==> config.mk <==
export PLATFORM = sky130hd
export DESIGN_NAME = nested_loop_sequencer
export DESIGN_NICKNAME = d
export VERILOG_FILES = /design/src/rtl/loop_pkg.sv /design/src/rtl/loop_counter.sv /design/src/rtl/nested_loop_sequencer.sv
export SDC_FILE = /design/constraint.sdc
export NUM_CORES = 1
export LEC_CHECK = 0
export ABC_AREA = 1
export CAP_MARGIN = 5
export CORE_MARGIN = 2
export CORE_UTILIZATION = 56
export CTS_BUF_LIST = sky130_fd_sc_hd__clkbuf_4 sky130_fd_sc_hd__clkbuf_8
export DETAILED_ROUTE_END_ITERATION = 16
export GPL_TIMING_DRIVEN = 0
export PLACE_DENSITY = 0.95
export SLEW_MARGIN = 30
export SYNTH_ARGS = -nofsm -noshare
export SYNTH_HDL_FRONTEND = slang
export SYNTH_SLANG_ARGS = --single-unit
==> constraint.sdc <==
create_clock -name clk -period 3.2 [get_ports clk]
set_input_delay 0.48 -clock clk [delete_from_list [all_inputs] [get_ports clk]]
set_output_delay 0.48 -clock clk [all_outputs]
set_load 0.01 [all_outputs]
==> src/rtl/loop_pkg.sv <==
// loop_pkg: shared state encoding and default index width for the nested loop sequencer
package loop_pkg;
    typedef enum logic [1:0] {
        IDLE = 2'd0,
        RUN  = 2'd1,
        DONE = 2'd2
    } state_t;
    localparam int IW_DEFAULT = 4;
endpackage

==> src/rtl/loop_counter.sv <==
// loop_counter: wrap-at-bound counter; ports clk, rst (async active-low), clr, en, bound, cnt, carry
module loop_counter #(
    parameter int IW = 4
) (
    input  logic          clk,
    input  logic          rst,
    input  logic          clr,
    input  logic          en,
    input  logic [IW-1:0] bound,
    output logic [IW-1:0] cnt,
    output logic          carry
);
    logic [IW-1:0] r_cnt;
    assign cnt   = r_cnt;
    assign carry = en && (r_cnt == bound - IW'(1));
    always_ff @(posedge clk or negedge rst) begin
        if (!rst) r_cnt <= '0;
        else if (clr) r_cnt <= '0;
        else if (en) r_cnt <= carry ? '0 : r_cnt + IW'(1);
    end
endmodule

==> src/rtl/nested_loop_sequencer.sv <==
// nested_loop_sequencer: emits (i,j) pairs j-innermost over valid/ready, done pulse at end.
//   in : clk, rst (async active-low), start, abort, n_outer, n_inner, idx_ready
//   out: idx_i, idx_j, idx_last, idx_valid, busy, done
//   LOOP_LINEAR_IDX_EN adds lin_idx = i*n_inner+j, kept as a running handshake count
module nested_loop_sequencer
    import loop_pkg::*;
#(
    parameter int IW = IW_DEFAULT
) (
    input  logic          clk,
    input  logic          rst,
    input  logic          start,
    input  logic          abort,
    input  logic [IW-1:0] n_outer,
    input  logic [IW-1:0] n_inner,
    output logic [IW-1:0] idx_i,
    output logic [IW-1:0] idx_j,
    output logic          idx_last,
    output logic          idx_valid,
    input  logic          idx_ready,
    output logic          busy,
    output logic          done
`ifdef LOOP_LINEAR_IDX_EN
    ,output logic [2*IW-1:0] lin_idx
`endif
);
    state_t        r_state, w_next;
    logic [IW-1:0] r_n_outer, r_n_inner;
    logic          w_accept, w_hs, w_clr, w_inner_carry, w_outer_carry;

    assign idx_valid = (r_state == RUN);
    assign busy      = (r_state != IDLE);
    assign done      = (r_state == DONE);
    assign idx_last  = idx_valid && (idx_i == r_n_outer - IW'(1)) && (idx_j == r_n_inner - IW'(1));
    assign w_accept  = (r_state == IDLE) && start && !abort;
    assign w_hs      = idx_valid && idx_ready;
    assign w_clr     = w_accept || abort;

    loop_counter #(.IW(IW)) u_inner (
        .clk(clk), .rst(rst), .clr(w_clr), .en(w_hs),
        .bound(r_n_inner), .cnt(idx_j), .carry(w_inner_carry)
    );

    // outer advances only on the inner wrap; both wrap to 0 after the last pair
    loop_counter #(.IW(IW)) u_outer (
        .clk(clk), .rst(rst), .clr(w_clr), .en(w_inner_carry),
        .bound(r_n_outer), .cnt(idx_i), .carry(w_outer_carry)
    );

    always_comb begin
        w_next = r_state;
        if (abort) w_next = IDLE;
        else if (r_state == IDLE) w_next = start ? ((n_outer == '0 || n_inner == '0) ? DONE : RUN) : IDLE;
        else if (r_state == RUN) w_next = (w_hs && idx_last) ? DONE : RUN;
        else w_next = IDLE;
    end

    always_ff @(posedge clk or negedge rst) begin
        if (!rst) begin
            r_state   <= IDLE;
            r_n_outer <= '0;
            r_n_inner <= '0;
        end else begin
            r_state <= w_next;
            if (w_accept) begin
                r_n_outer <= n_outer;
                r_n_inner <= n_inner;
            end
        end
    end

`ifdef LOOP_LINEAR_IDX_EN
    logic [2*IW-1:0] r_lin;
    assign lin_idx = r_lin;
    always_ff @(posedge clk or negedge rst) begin
        if (!rst) r_lin <= '0;
        else if (w_accept) r_lin <= '0;
        else if (w_hs) r_lin <= r_lin + (2*IW)'(1);
    end
`endif
endmodule

==> results.txt, run 1 <==
Post-layout min period = 2765 ps
Period utilization = 0.8642
Row cnt = 16
CTS tree = yes
Top_reg_cell synth = dfrtp_1
Type of the worst setup path = flop to output pin
Reg area = 450.4 um^2
CTS resizes = 0
Routability cong. = 0.8314
Lkg Pwr = 0.7777 nW
Startpoint types = flop
Hold buffer count at cts = 0
DRT iter0 DRCs = 38
WL final = 2793 um
DR vias/cell = 4.991
Via count = 1,143
Clock-pin slew on the worst setup and hold paths = 110 ps
Buf/Inv on CP = 2
Post-Synthesis Mean Instance Area = 6.795 um^2
Antenna-violating nets left = 0
Die Footprint = 2495 um^2
Top Family by Delay on Critical Path = buffers and inverters
Yosys Warn Count = 0
DIE HEIGHT = 49.95 um
Setup TNS = 0 ps
Multiplexer share of the synthesized area = 0
R2r setup slk = 1530 ps
Highest metal used = met4
Largest stage delay, worst path = 570 ps
Worst slew margin = 0.4512
Power density cells = 450.3 nW/um^2
Crit-path slowest cell = clkdlybuf4s50_1
Synth Register Bits = 18
Async SR Flop Fraction = 1.000
Final hold vios = 0
Post-route insts no fill = 229
Syn Inst Count = 174
Initial antenna violation count = 0
Crit path cell chain = inv_1, ha_1, xnor2_1, nor2_1, nand2_1, nor3_1, clkdlybuf4s50_1
Synth Cell Area = 1182 um^2
Wirelength per Cell = 12.20 um
Post-CTS Setup Bufs = 0
Remaining global-route overflow = 0
Register area share after synthesis = 0.3810
I/O pin total = 25
H-tree depth = 1
Final Util = 0.7532
Met1 WL = 1150 um
Die X-Extent = 49.95 um
Worst min path class = flop to flop
Area grow syn2layout = 26.24%
RSZ-0062 raised after global routing = no
Max-cap violations = 0
Max Freq = 0.3616 GHz
Clk_lat worst skew = 310 ps
Synth Area in Simple Gates = 0.4021
Clock Sinks = 18
Core area = 1982 um^2
First-pass iteration count of the detailed router = 4
Largest net degree at the start of global routing = 19
Tot Pwr = 0.0006722 W
Placed Cells = 225
Multi-input gate area = 614.3 um^2
PortBufs = 24
GRT Overall Usage = 0.2590
Final net count = 220
Worst path required time = 2720 ps
Clk root buf = clkbuf_4
Max clock buf depth = 2
DP Wirelength = 2137 um
# fillers = 144
Slew @ Worst Pin = 820.6 ps
Num CTS Buffers = 3
Routed wl met3 = 115 um
First-pass GRT wire length = 4899 um
Vias in the first global route = 1,167
WL met2 = 1427 um
CP max FO = 4
Synth Area in Compound Gates = 0.03810
Number of flops mapped to enable cells by yosys = 0
Count of different cell masters after synthesis = 19
VDD IR max = 0.2828 mV
Max Slew Vio Count = 0
Share of cells above drive strength 1 = 0.07921
Status = finished, final reports clean
Post-Synth Adder-Cell Area = 0.04233
Largest family of logic cells by synthesized area = simple AND/OR/NAND/NOR gates
Antenna Cells = 0
Worst path arrival time = 2290 ps
Worst setup EP type = output pin
Xor/xnor share of the synthesized area = 0.03704
Final setup vio count = 0
Clk_skew = 8.823 ps
# DRC = 0
Starting Density = 0.5966
Syn Nets = 191
==> metal layers <==
layer	up-vias	track usage
li1	590	-
met1	505	0.3050
met2	37	0.4644
met3	11	0.03636
met4	0	0.1111
met5	-	0
==> logic make-up after synthesis <==
logic type / count (synthesis)
fa+ha+maj: 4
buf+inv: 31
xor+xnor: 5
compound gates: 9
simple gates: 107
flops: 18
==> state kept, by name (all words and copies together) (netlist names) <==
name	flops
r_n_inner	4
r_n_outer	4
u_inner.cnt	4
u_outer.cnt	4
r_state	2
==> per-stage QoR <==
step / instance area, um^2 / setup WS (ps) / hold WS [ps]
2_1_floorplan: 1182 / 1394 / 184.4
3_3_place_gp: 1456 / 855.9 / 542.4
3_5_place_dp: 1456 / 809.9 / 542.4
4_1_cts: 1493 / 460.0 / 572.1
5_1_grt: 1493 / 288.1 / 616.9
6_report: 1493 / 434.6 / 569.5
==> synth_stat cells, types with 3 or more instances <==
library cell / n / share of area
nand2_1: 65 / 0.21
inv_1: 27 / 0.086
dfrtp_1: 18 / 0.38
nor2_1: 15 / 0.048
nand3_1: 11 / 0.047
o21ai_0: 8 / 0.034
ha_1: 4 / 0.042
nand4_1: 4 / 0.021
nor3_1: 4 / 0.017
xor2_1: 4 / 0.030
inv_2: 3 / 0.0095
==> layout by cell type, fill, tap and decap left out, types with 2 or more instances in the layout <==
master,synthesis,routed
nand4_1,4,4
o21ai_0,8,8
nand3_1,11,11
nand2_2,2,2
clkdlybuf4s50_1,0,24
inv_1,27,27
nor3_1,4,4
inv_2,3,3
nand2_1,65,65
clkbuf_4,0,3
nor2_4,2,2
nor2_2,2,2
dfrtp_1,18,18
nor2_1,15,15
ha_1,4,4
xor2_1,4,4
==> final timing paths <==
path	startpoint	to	cells after the start
max in group asynchronous	rst	u_outer.cnt[3]	1
min in group asynchronous	rst	r_n_inner[0]	1
min reg2reg	u_inner.cnt[1]	u_inner.cnt[1]	2
max reg2reg	r_n_outer[0]	r_state[1]	8
min	u_inner.cnt[1]	u_inner.cnt[1]	2
max	r_n_outer[0]	idx_last	7
==> worst register-to-register path: stages (launching register included) <==
cell	delay [ps]
dfrtp_1	410
inv_1	110
ha_1	310
xnor2_1	150
nor2_1	130
nand2_1	90
nor2_1	110
nand3_1	120
a21oi_1	170
==> power by group <==
group,switching (W),internal [W]
registers,0.0000233,0.000256
clock network,0.0000767,0.0000695
logic,0.000150,0.0000973
total,0.000250,0.000422
==> layout make-up <==
class	count	area share
multi-input cells	125	0.4116
flip-flops and latches	18	0.3018
repair buffers	24	0.1609
inverters	30	0.07544
clock buffers	4	0.02431
well taps	27	0.02263
plain buffers	1	0.003353
Note: power is estimated with default switching activity, not from simulation.
==> run 2, diff against run 1 <==
RECOVER_POWER = 100   (was default)
SLEW_MARGIN = 10   (was 30)
==> run 2 against run 1 <==
Compared with the run above:
- global-route usage unchanged
- clock skew decreased by 1.1 ps
- core utilization decreased by 0.76 points
- total power decreased by 1.4%
- highest routed layer unchanged
- combinational power decreased by 3%
- sequential cell count unchanged
- largest power group unchanged
- critical path depth unchanged
- setup slack got worse by 32 ps
==> results.txt, run 2 (synthesized netlist as in run 1, its figures left out) <==
First-pass iteration count of the detailed router = 4 (unchanged)
WL final = 2785 um (was 2793 um)
Via count = 1,128 (was 1,143)
Final hold vios = 0 (unchanged)
Clock-pin slew on the worst setup and hold paths = 110 ps (about the same)
Post-layout min period = 2797 ps (was 2765 ps)
Vias in the first global route = 1,167 (unchanged)
Starting Density = 0.5966 (unchanged)
Max-cap violations = 0 (unchanged)
Antenna-violating nets left = 0 (unchanged)
GRT Overall Usage = 0.2590 (unchanged)
Post-CTS Setup Bufs = 0 (unchanged)
DRT iter0 DRCs = 35 (was 38)
Worst setup EP type = output pin (unchanged)
Status = finished, final reports clean (unchanged)
DP Wirelength = 2137 um (unchanged)
Comb power frac = 0.362 (was 0.367)
Clk network pwr share = 0.218 (was 0.217)
Area grow syn2layout = 24.97% (was 26.24%)
Die X-Extent = 49.95 um (unchanged)
Pre-CTS WS = 809.9 ps (unchanged)
Period utilization = 0.8741 (was 0.8642)
Final net count = 220 (unchanged)
Worst setup path startpoint = r_n_outer[0] (unchanged)
Remaining global-route overflow = 0 (unchanged)
Max clock buf depth = 2 (unchanged)
Antenna Cells = 0 (unchanged)
Worst path required time = 2720 ps (about the same)
First-pass GRT wire length = 4899 um (unchanged)
Share of cells above drive strength 1 = 0.05941 (was 0.07921)
DR vias/cell = 4.926 (was 4.991)
VDD IR max = 0.2805 mV (was 0.2828 mV)
Row cnt = 16 (unchanged)
Max Freq = 0.3575 GHz (was 0.3616 GHz)
PortBufs = 24 (unchanged)
Sequential Power Share = 0.420 (was 0.415)
# DRC = 0 (unchanged)
H-tree depth = 1 (unchanged)
Clk root buf = clkbuf_4 (unchanged)
Worst min path class = flop to flop (unchanged)
Internal power = 0.0004174 W (was 0.0004225 W)
Clk_lat worst skew = 300 ps (was 310 ps)
RSZ-0062 raised after global routing = no (unchanged)
Largest net degree at the start of global routing = 19 (unchanged)
Clk_skew = 7.766 ps (was 8.823 ps)
Core area = 1982 um^2 (unchanged)
Most common cell after layout, fill and taps aside = nand2_1 (unchanged)
Setup TNS = 0 ps (unchanged)
Setup WS post-layout = 402.9 ps (was 434.6 ps)
DIE HEIGHT = 49.95 um (unchanged)
CP max FO = 4 (unchanged)
Switch share = 0.3702 (was 0.3715)
Min-delay src = u_inner.cnt[1] (unchanged)
Slew @ Worst Pin = 831.2 ps (was 820.6 ps)
Die Footprint = 2495 um^2 (unchanged)
Routability cong. = 0.8314 (unchanged)
Worst path arrival time = 2320 ps (was 2290 ps)
Hold buffer count at cts = 0 (unchanged)
NetSw = 0.0002453 W (was 0.0002498 W)
CTS tree = yes (unchanged)
Clock Sinks = 18 (unchanged)
Type of the worst setup path = flop to output pin (unchanged)
CTS resizes = 0 (unchanged)
Power density cells = 448.5 nW/um^2 (was 450.3 nW/um^2)
I/O pin total = 25 (unchanged)
Startpoint types = flop (unchanged)
Max Slew Vio Count = 0 (unchanged)
Lkg Pwr = 0.8097 nW (was 0.7777 nW)
Final setup vio count = 0 (unchanged)
Num CTS Buffers = 3 (unchanged)
Initial antenna violation count = 0 (unchanged)
Wirelength per Cell = 12.16 um (was 12.20 um)
# fillers = 147 (was 144)
Worst slew margin = 0.4440 (was 0.4512)
Tot Pwr = 0.0006627 W (was 0.0006722 W)
Leading cell types in the layout, fill and taps excluded = 66 x nand2_1, 28 x inv_1, 18 x dfrtp_1, 15 x nor2_1, 14 x dlygate4sd3_1 (was 65 x nand2_1, 27 x inv_1, 24 x clkdlybuf4s50_1, 18 x dfrtp_1, 15 x nor2_1)
Reg2reg start = r_state[1] (was r_n_outer[0])
run 2: changes by cell type in the layout (fill, tap and decap cells not counted), sizes merged:
cell | previous run | this run
clkdlybuf4s50 | 24 | 10
dlygate4sd3 | 0 | 14
buf | 1 | 0
clkbuf | 4 | 5
run 2: final timing paths:
path                       cells past startpoint             end  slack (ps)
max in group asynchronous                      1  u_outer.cnt[3]        1970
hold reg to reg                                2  u_inner.cnt[1]         560
min in group asynchronous                      1    r_n_inner[0]         710
hold / removal                                 2  u_inner.cnt[1]         560
setup reg to reg                               5    r_n_inner[2]        1350
setup / recovery                               7        idx_last         400
run 2: per-layer routing:
metal	global-route usage	share of wire	vias up
met5	0	0	-
met4	0.1111	0.029	0
met3	0.03636	0.029	9
met2	0.4644	0.51	32
met1	0.3050	0.43	499
li1	-	-	588
run 2: power groups by stage:
stage          Combinational, W  Sequential (W)  Clock [W]
2_1_floorplan          0.000169        0.000280          0
3_3_place_gp           0.000232        0.000280          0
3_5_place_dp           0.000244        0.000283          0
4_1_cts                0.000248        0.000278   0.000146
5_1_grt                0.000283        0.000282   0.000156
6_report               0.000240        0.000278   0.000145
run 2: critical path, stage by stage, from the launching register on:
cell and delay (ps):
dfrtp_1 410, inv_1 100, ha_1 310, xnor2_1 150, nor2_1 130, nand2_1 90
nor3_1 200, dlygate4sd3_1 630
run 2: stage by stage:
step | hold WS [ps] | cells | utilization | cell area, um^2
2_1_floorplan | 184.4 | 174 | - | 1182
3_3_place_gp | 542.4 | 225 | 0.7348 | 1456
3_5_place_dp | 542.4 | 225 | 0.7348 | 1456
4_1_cts | 572.1 | 229 | 0.7532 | 1493
5_1_grt | 614.5 | 229 | 0.7456 | 1478
6_report | 564.9 | 229 | 0.7456 | 1478
run 2: area by class of cell:
type,instances,area [um^2],area share
Buffer,1,3.754,0.002540
Tap cell,27,33.78,0.02286
Timing Repair Buffer,24,240.2,0.1626
Sequential cell,18,450.4,0.3048
Clock buffer,4,36.28,0.02456
Inverter,30,112.6,0.07621
Multi-Input combinational cell,125,600.6,0.4064
